### src/rtl/sync_detect.sv
// Sync pulse analyser: measures the period and active width of a sampled sync
// stream and reports lock once consecutive periods agree.
module sync_detect #(
    parameter bit POLARITY = 1'b1
) (
    input  logic        clk,
    input  logic        rst,
    input  logic        update,
    input  logic        sync_in,
    output logic [15:0] count,
    output logic [15:0] period,
    output logic [15:0] pulse_width,
    output logic        sync_start,
    output logic        locked,
    output logic        timeout
);

    localparam int unsigned CW     = 16;
    localparam logic [CW-1:0] CMAX = '1;
    localparam logic INVERT        = (POLARITY == 1'b0);

    typedef enum logic [1:0] {
        SEARCH  = 2'd0,
        MEASURE = 2'd1,
        CHECK   = 2'd2,
        LOCKED  = 2'd3
    } state_t;

    state_t        state;
    state_t        state_nx;
    logic          prev;
    logic          s;
    logic          rise;
    logic          fall;
    logic          period_ld;
    logic          timeout_nx;
    logic [CW-1:0] count_inc;

    // Edge detection on the polarity-normalised sync, only on sample strobes
    assign s         = sync_in ^ INVERT;
    assign rise      = update & s & ~prev;
    assign fall      = update & ~s & prev;
    assign count_inc = (count == CMAX) ? CMAX : count + CW'(1);

    always_ff @(posedge clk) begin
        if (rst) begin
            state <= SEARCH;
        end else begin
            state <= state_nx;
        end
    end

    always_comb begin
        state_nx   = state;
        period_ld  = 1'b0;
        timeout_nx = 1'b0;
        if (rise) begin
            case (state)
                SEARCH: begin
                    state_nx = MEASURE;
                end
                MEASURE: begin
                    period_ld = 1'b1;
                    state_nx  = CHECK;
                end
                CHECK: begin
                    if (count_inc == period) begin
                        state_nx = LOCKED;
                    end else begin
                        period_ld = 1'b1;
                    end
                end
                LOCKED: begin
                    if (count_inc != period) begin
                        period_ld = 1'b1;
                        state_nx  = CHECK;
                    end
                end
                default: begin
                    state_nx = SEARCH;
                end
            endcase
        end else if (update && (count == CMAX) && (state != SEARCH)) begin
            // A rise on the saturating sample wins; otherwise the lock is lost
            state_nx   = SEARCH;
            timeout_nx = 1'b1;
        end
    end

    always_ff @(posedge clk) begin
        if (rst) begin
            count       <= '0;
            period      <= '0;
            pulse_width <= '0;
            sync_start  <= 1'b0;
            locked      <= 1'b0;
            timeout     <= 1'b0;
            prev        <= 1'b1;
        end else begin
            sync_start <= rise;
            timeout    <= timeout_nx;
            locked     <= (state_nx == LOCKED);
            if (update) begin
                prev  <= s;
                count <= rise ? '0 : count_inc;
                if (fall) begin
                    pulse_width <= count_inc;
                end
                if (period_ld) begin
                    period <= count_inc;
                end
            end
        end
    end

endmodule

### config.mk
export PLATFORM = sky130hd
export DESIGN_NAME = sync_detect
export DESIGN_NICKNAME = d
export VERILOG_FILES = /design/src/rtl/sync_detect.sv
export SDC_FILE = /design/constraint.sdc
export NUM_CORES = 1
export LEC_CHECK = 0
export ABC_AREA = 0
export CAP_MARGIN = 20
export CORE_MARGIN = 2
export CORE_UTILIZATION = 57
export DETAILED_ROUTE_END_ITERATION = 8
export PLACE_DENSITY_LB_ADDON = 0.12
export SYNTH_ARGS = -nofsm -noshare
export SYNTH_HDL_FRONTEND = slang
export SYNTH_SLANG_ARGS = --single-unit
### constraint.sdc
create_clock -name clk -period 8.2 [get_ports clk]
set_input_delay 1.64 -clock clk [delete_from_list [all_inputs] [get_ports clk]]
set_output_delay 1.64 -clock clk [all_outputs]
set_load 0.005 [all_outputs]
=== After elaboration in Yosys (flattened, before gate mapping) ===
Cells that the tools add are included.

* Flip-flop bits (word level): 54
* Word-level logic and storage cells: 41

* Multiplexer cells: 12
* $add $sub $neg: 1
* Reductions and logical operators: 7
* Bitwise gates (word level): 6
* Eq/ne operators: 7

{| class="wikitable"
|+ Operator list
! operator !! count
|-
| $mux W16 || 2
|-
| $add A16 B1 Y16 const B || 1
|-
| $eq A16 B16 Y1 || 1
|-
| $eq A16 B16 Y1 const B || 1
|-
| $ne A16 B16 Y1 || 1
|-
| $mux W2 || 4
|-
| $pmux W2 S4 || 1
|-
| $eq A2 B2 Y1 const B || 3
|-
| $and A1 B1 Y1 || 4
|-
| $mux W1 || 4
|-
| $reduce_and A2 Y1 || 2
|-
| $pmux W1 S3 || 1
|-
| $eq A2 B1 Y1 const B || 1
|-
| $logic_and A1 B1 Y1 || 2
|-
| $logic_not A2 Y1 || 1
|-
| $not A1 Y1 || 2
|-
| $reduce_bool A2 Y1 || 1
|-
| $reduce_or A2 Y1 || 1
|}

=== Depth between registers and ports, before layout ===
* Word-level depth: 7
* Gate-level depth with buffers: 12
* Gate-level depth less buffers: 9

=== Worst setup path after synthesis ===
Ideal clock, no wire load.

* Path type: input to register
* Start: in update
* End: reg period[15]
* Cell stages on the path: 6
* Data required time: 8.130 ns
* Arrival time: 2.899 ns
* Setup slack: 5.230 ns
* Cells stage by stage: nand2_1 > nor2_1 > o21ai_0 > clkbuf_1 > or3_1 > a21oi_1

* Cells in the longest elaborated chain, start to end: 4

{| class="wikitable"
|+ RTL lines
! element !! RTL line !! RTL
|-
| from (decl) || 8 || <nowiki>input logic update,</nowiki>
|-
| $and A1 B1 Y1 (2 in a row) || 41 || <nowiki>assign rise = update & s & ~prev;</nowiki>
|-
| $mux W1 || 57 || <nowiki>if (rise) begin</nowiki>
|-
| $reduce_and A2 Y1 (no source line) (*) || - ||
|-
| to (signal assigned) || 110 || <nowiki>period <= count_inc;</nowiki>
|-
| to (decl) || 11 || <nowiki>output logic [15:0] period,</nowiki>
|}

Every way passes the cells marked *; elsewhere a longest branch is shown, timed or not.
A chain may end at the register's enable or synchronous reset.

=== Worst setup path after layout ===
* Start: reg count[0]
* End: reg locked

* Cells in the longest elaborated chain, start to end: 7

{| class="wikitable"
|+ RTL lines
! element !! RTL line !! RTL
|-
| from (decl) || 10 || <nowiki>output logic [15:0] count,</nowiki>
|-
| from (signal assigned) || 105 || <nowiki>count <= rise ? '0 : count_inc;</nowiki>
|-
| $add A16 B1 Y16 or $eq A16 B16 Y1 (tied branches) || 43, 83 ||
|-
| $mux W16 || 43 || <nowiki>assign count_inc = (count == CMAX) ? CMAX : count + CW'(1);</nowiki>
|-
| $ne A16 B16 Y1 or $eq A16 B16 Y1 (tied branches) || 74, 67 ||
|-
| $mux W2 (on tied branches) || 74, 67 ||
|-
| $pmux W2 S4 || 58 || <nowiki>case (state)</nowiki>
|-
| $mux W2 (*) || 57 ||
|-
| $eq A2 B2 Y1 (*) || 102 || <nowiki>locked <= (state_nx == LOCKED);</nowiki>
|-
| to (signal assigned) || 102 ||
|-
| to (decl) || 14 || <nowiki>output logic locked,</nowiki>
|}

Marked as above.

==> run summary <==
Setup repair after global routing left no endpoint under its margin. Leading cell type in the layout, fill and taps excluded: sky130_fd_sc_hd__dfxtp_1. The combined area of the multi-input logic cells came out at 1760 sq um. Yosys printed 0 warnings. The startpoint identified for the worst hold timing path is pulse_width[6]. The class of the tightest hold or removal check was flip-flop to flip-flop. Global routing finished with a remaining overflow of 0. The tools report the DRC marker count from the first detailed-route iteration as 394. The worst-case vdd ir drop was 0.000133 V.

Max-cap violations in this run came to 0. The worst path required time came out at 8.42 ns. The number of synthesized register bits was 54; the sum of net half-perimeters after detailed placement was 5790 um. The leakage power figure was 1.19 nW.

The adder and majority gate portion of the synthesized area came out at 0.415%. The logs give 2663 for the via count of the first global-routing pass and 13300 um for the wire length of the first global-routing pass. Yosys attributes the largest share of cell area to sky130_fd_sc_hd__dfxtp_1, sky130_fd_sc_hd__nor2_1, sky130_fd_sc_hd__a21oi_1.

The remaining antenna violation count was 0. Counting every sink on the clock net gives 54. TritonCTS built the clock tree. The tools report the launching element of the worst setup path as count[0].

The number of vias in the routed layout is 3050. At the worst endpoint, the arrival time is 3.88 ns. Clock-pin slew was measured on the worst setup and hold paths at 0.10 ns. The number of antenna repair diodes is 0.

The run gives 55 as the I/O pin total. The post-synthesis net count was 377. For the pin with the worst max-slew slack, the measured transition is 1.01 ns. The capturing instance or port of the critical path was locked.

The run gives 0 as the number of antenna violations at the first check in global routing. The congestion estimate from routability-driven global placement came to 0.915. Launching point of the worst reg2reg path: count[0]. The share of synthesized registers carrying an async set or reset came out at 0%.

Among all flip-flop cells after synthesis, the most frequent one is sky130_fd_sc_hd__dfxtp_1. Measured against its own limit, the worst slew margin works out to 32.4%. For the number of failing hold endpoints at the final stage, the log shows 0. Fill cells in the final layout number 435.

The register-to-register setup slack was 4.54 ns. The mux share of post-synthesis cell area works out to 0.706%. Worst reg-to-reg path cell count: 9. The run gives 0.31 ns as the clock insertion delay at the later pin of the skew report.

After detailed routing, the number of remaining DRC violations is 0. For the maximum count of clock buffers along a single path, the log shows 2. Of the total synthesized cell area, the portion taken by XOR and XNOR cells is 2.62%.

Entering global routing, the biggest net connects 55 pins. After layout, the worst path uses 44.6% of the clock period. In the layout the commonest cells are sky130_fd_sc_hd__dfxtp_1, sky130_fd_sc_hd__clkdlybuf4s50_1, sky130_fd_sc_hd__nor2_1. The buffers inserted during post-CTS setup optimization was 0. In this run, post-CTS hold repair placed 0 buffers.

The synthesized netlist contains 66 unique library cells. The post-synthesis compound-gate area fraction works out to 24.7%. The worst setup path is of the flip-flop to flip-flop kind.

The total power divided by cell area was 130 nW/um^2; the starting utilization of the core area was 59.0%. Clock tree synthesis inserted a total of 5 buffers. Setup violations remaining at the end of the flow were counted as 0. Of the cells placed in the final design, the portion with a size suffix greater than 1 is 7.09%. The setup clock skew after layout is 0.00637 ns. Library cell used as clock root buffer: sky130_fd_sc_hd__clkbuf_8. Type of element capturing the critical path: a flip-flop. The flow ran to the end, and the final reports show no timing, DRC or antenna violations. For met2 alone, demand over resource in global routing was 46.2%. Summing the areas of all and, or, nand and nor instances in the mapped netlist gives 29.9% of the synthesized area. The area added between synthesis and finish is 20.4%, and the detail-routed via count per cell is 6.37. The run gives 27.9% as the global router's overall resource usage.

For this run, the register share of the synthesized area comes to 35.9%. The final layout contains routed wiring with a total length of 8250 um. The net count of the finished layout is 413.

After synthesis the cells add up to 3010 sq um. Die area: 5890 sq um. The biggest area contributor in the post-synthesis netlist is sky130_fd_sc_hd__dfxtp_1.

The number of rows in the core area was 26; the width of the die was 76.7 um. For the global routing usage on met1, the log shows 38.4%. The worst setup path is launched from a flip-flop. The tools report the total power of the final layout as 0.472 mW. Summed over its instances, the top area cell type makes up 35.9% of the synthesized netlist area. The area taken by flip-flops and latches was 1080 sq um; the instance count of the mapped netlist was 372. The tools report the number of cells upsized or downsized after cts as 0. In this run the vertical extent of the chip is 76.7 um.

The met3 usage was 3.41%. The maximum level of the CTS H-tree was 2. Along the worst path, the maximum fanout reaches 24. The first-pass iteration count of the detailed router is 5, and the placeable core region is 5110 sq um. The average instance in the mapped netlist occupies 8.10 sq um. The final number of max-transition violations is 0. The number of flops mapped to enable cells by yosys was 0; the post-route minimum period was 3.66 ns. The achievable clock frequency was 273 MHz.

The global routing stage identified its most utilized layer as met2. The critical register-to-register path endpoint was locked. During placement, the flow inserted port buffers numbering 54.

After detailed routing, the average wire length per cell comes to 17.2 um. For the total negative slack for setup checks, the log shows 0 ns. After synthesis, the largest family of logic cells by area is simple AND/OR/NAND/NOR gates.
## how the worst min path moves through the flow
stage | to | cells past startpoint | slack (ns)
after floorplan | pulse_width[12] | 2 | 0.45
after global placement | pulse_width[6] | 2 | 0.45
after detailed placement | pulse_width[6] | 2 | 0.45
after CTS | pulse_width[6] | 2 | 0.47
after global routing | pulse_width[12] | 2 | 0.48
final | pulse_width[6] | 2 | 0.47
## routing by layer
layer / vias up / share of wire [%]
met5: - / 0
met4: 0 / 1.3
met3: 10 / 8.1
met2: 148 / 47
met1: 1433 / 44
li1: 1459 / -
## kinds of logic after synthesis
group	count (synthesis)
compound gates	108
mux	2
fa+ha+maj	1
flops	54
simple gates	160
buf+inv	38
xor+xnor	9
## worst max-delay path, cell delays in order, from the launching register on
cell and delay (ns):
sky130_fd_sc_hd__dfxtp_1 0.52, sky130_fd_sc_hd__ha_1 0.43, sky130_fd_sc_hd__nand3_2 0.31, sky130_fd_sc_hd__nor4_4 0.87, sky130_fd_sc_hd__or4_1 0.23, sky130_fd_sc_hd__o2111ai_1 0.10
sky130_fd_sc_hd__nor4_1 0.28, sky130_fd_sc_hd__and4_4 0.44, sky130_fd_sc_hd__nor2_4 0.11, sky130_fd_sc_hd__a2111oi_4 0.26
## cell type report
type	instances	share of cell area [%]
clock buffer	7	2.66
sequential	54	29.8
multi-input combinational	280	48.6
inverter	11	1.14
clock inverter	1	0.241
timing repair buffer	56	15.2
tap	70	2.41
## Yosys cell counts (all sizes together) (7+ instances only)
| library cell | n |
|---|---|
| a211oi | 16 |
| nor3 | 11 |
| or3 | 11 |
| nand3 | 7 |
| dfxtp | 54 |
| buf | 12 |
| and3 | 8 |
| nor4 | 7 |
| nand2 | 34 |
| a21oi | 29 |
| nand4 | 8 |
| inv | 11 |
| o21ai | 18 |
| nor2 | 44 |
| clkbuf | 15 |
## registers in the layout, indices dropped and copies added (netlist names)
signal / cells
period: 16
timeout: 1
count: 16
locked: 1
sync_start: 1
state: 2
prev: 1
pulse_width: 16
## per-stage QoR
step           utilization, %  area (sq um)  hold WS [ns]  instances  setup slack, ns
3_5_place_dp             69.0          3520         0.450        471             4.31
6_report                 71.0          3630         0.466        479             4.54
4_1_cts                  71.0          3630         0.466        479             4.62
3_3_place_gp             69.0          3520         0.448        471             4.36
5_1_grt                  71.0          3630         0.484        479             4.29
2_1_floorplan               -          3010         0.453        372             5.23
## report_power, final
group | leakage [nW] | switching (mW) | internal [mW]
sequential | 0.437 | 0.00400 | 0.267
clock | 0.0544 | 0.0892 | 0.0776
combinational | 0.700 | 0.0203 | 0.0143
Power figures use the tool's default switching activity.
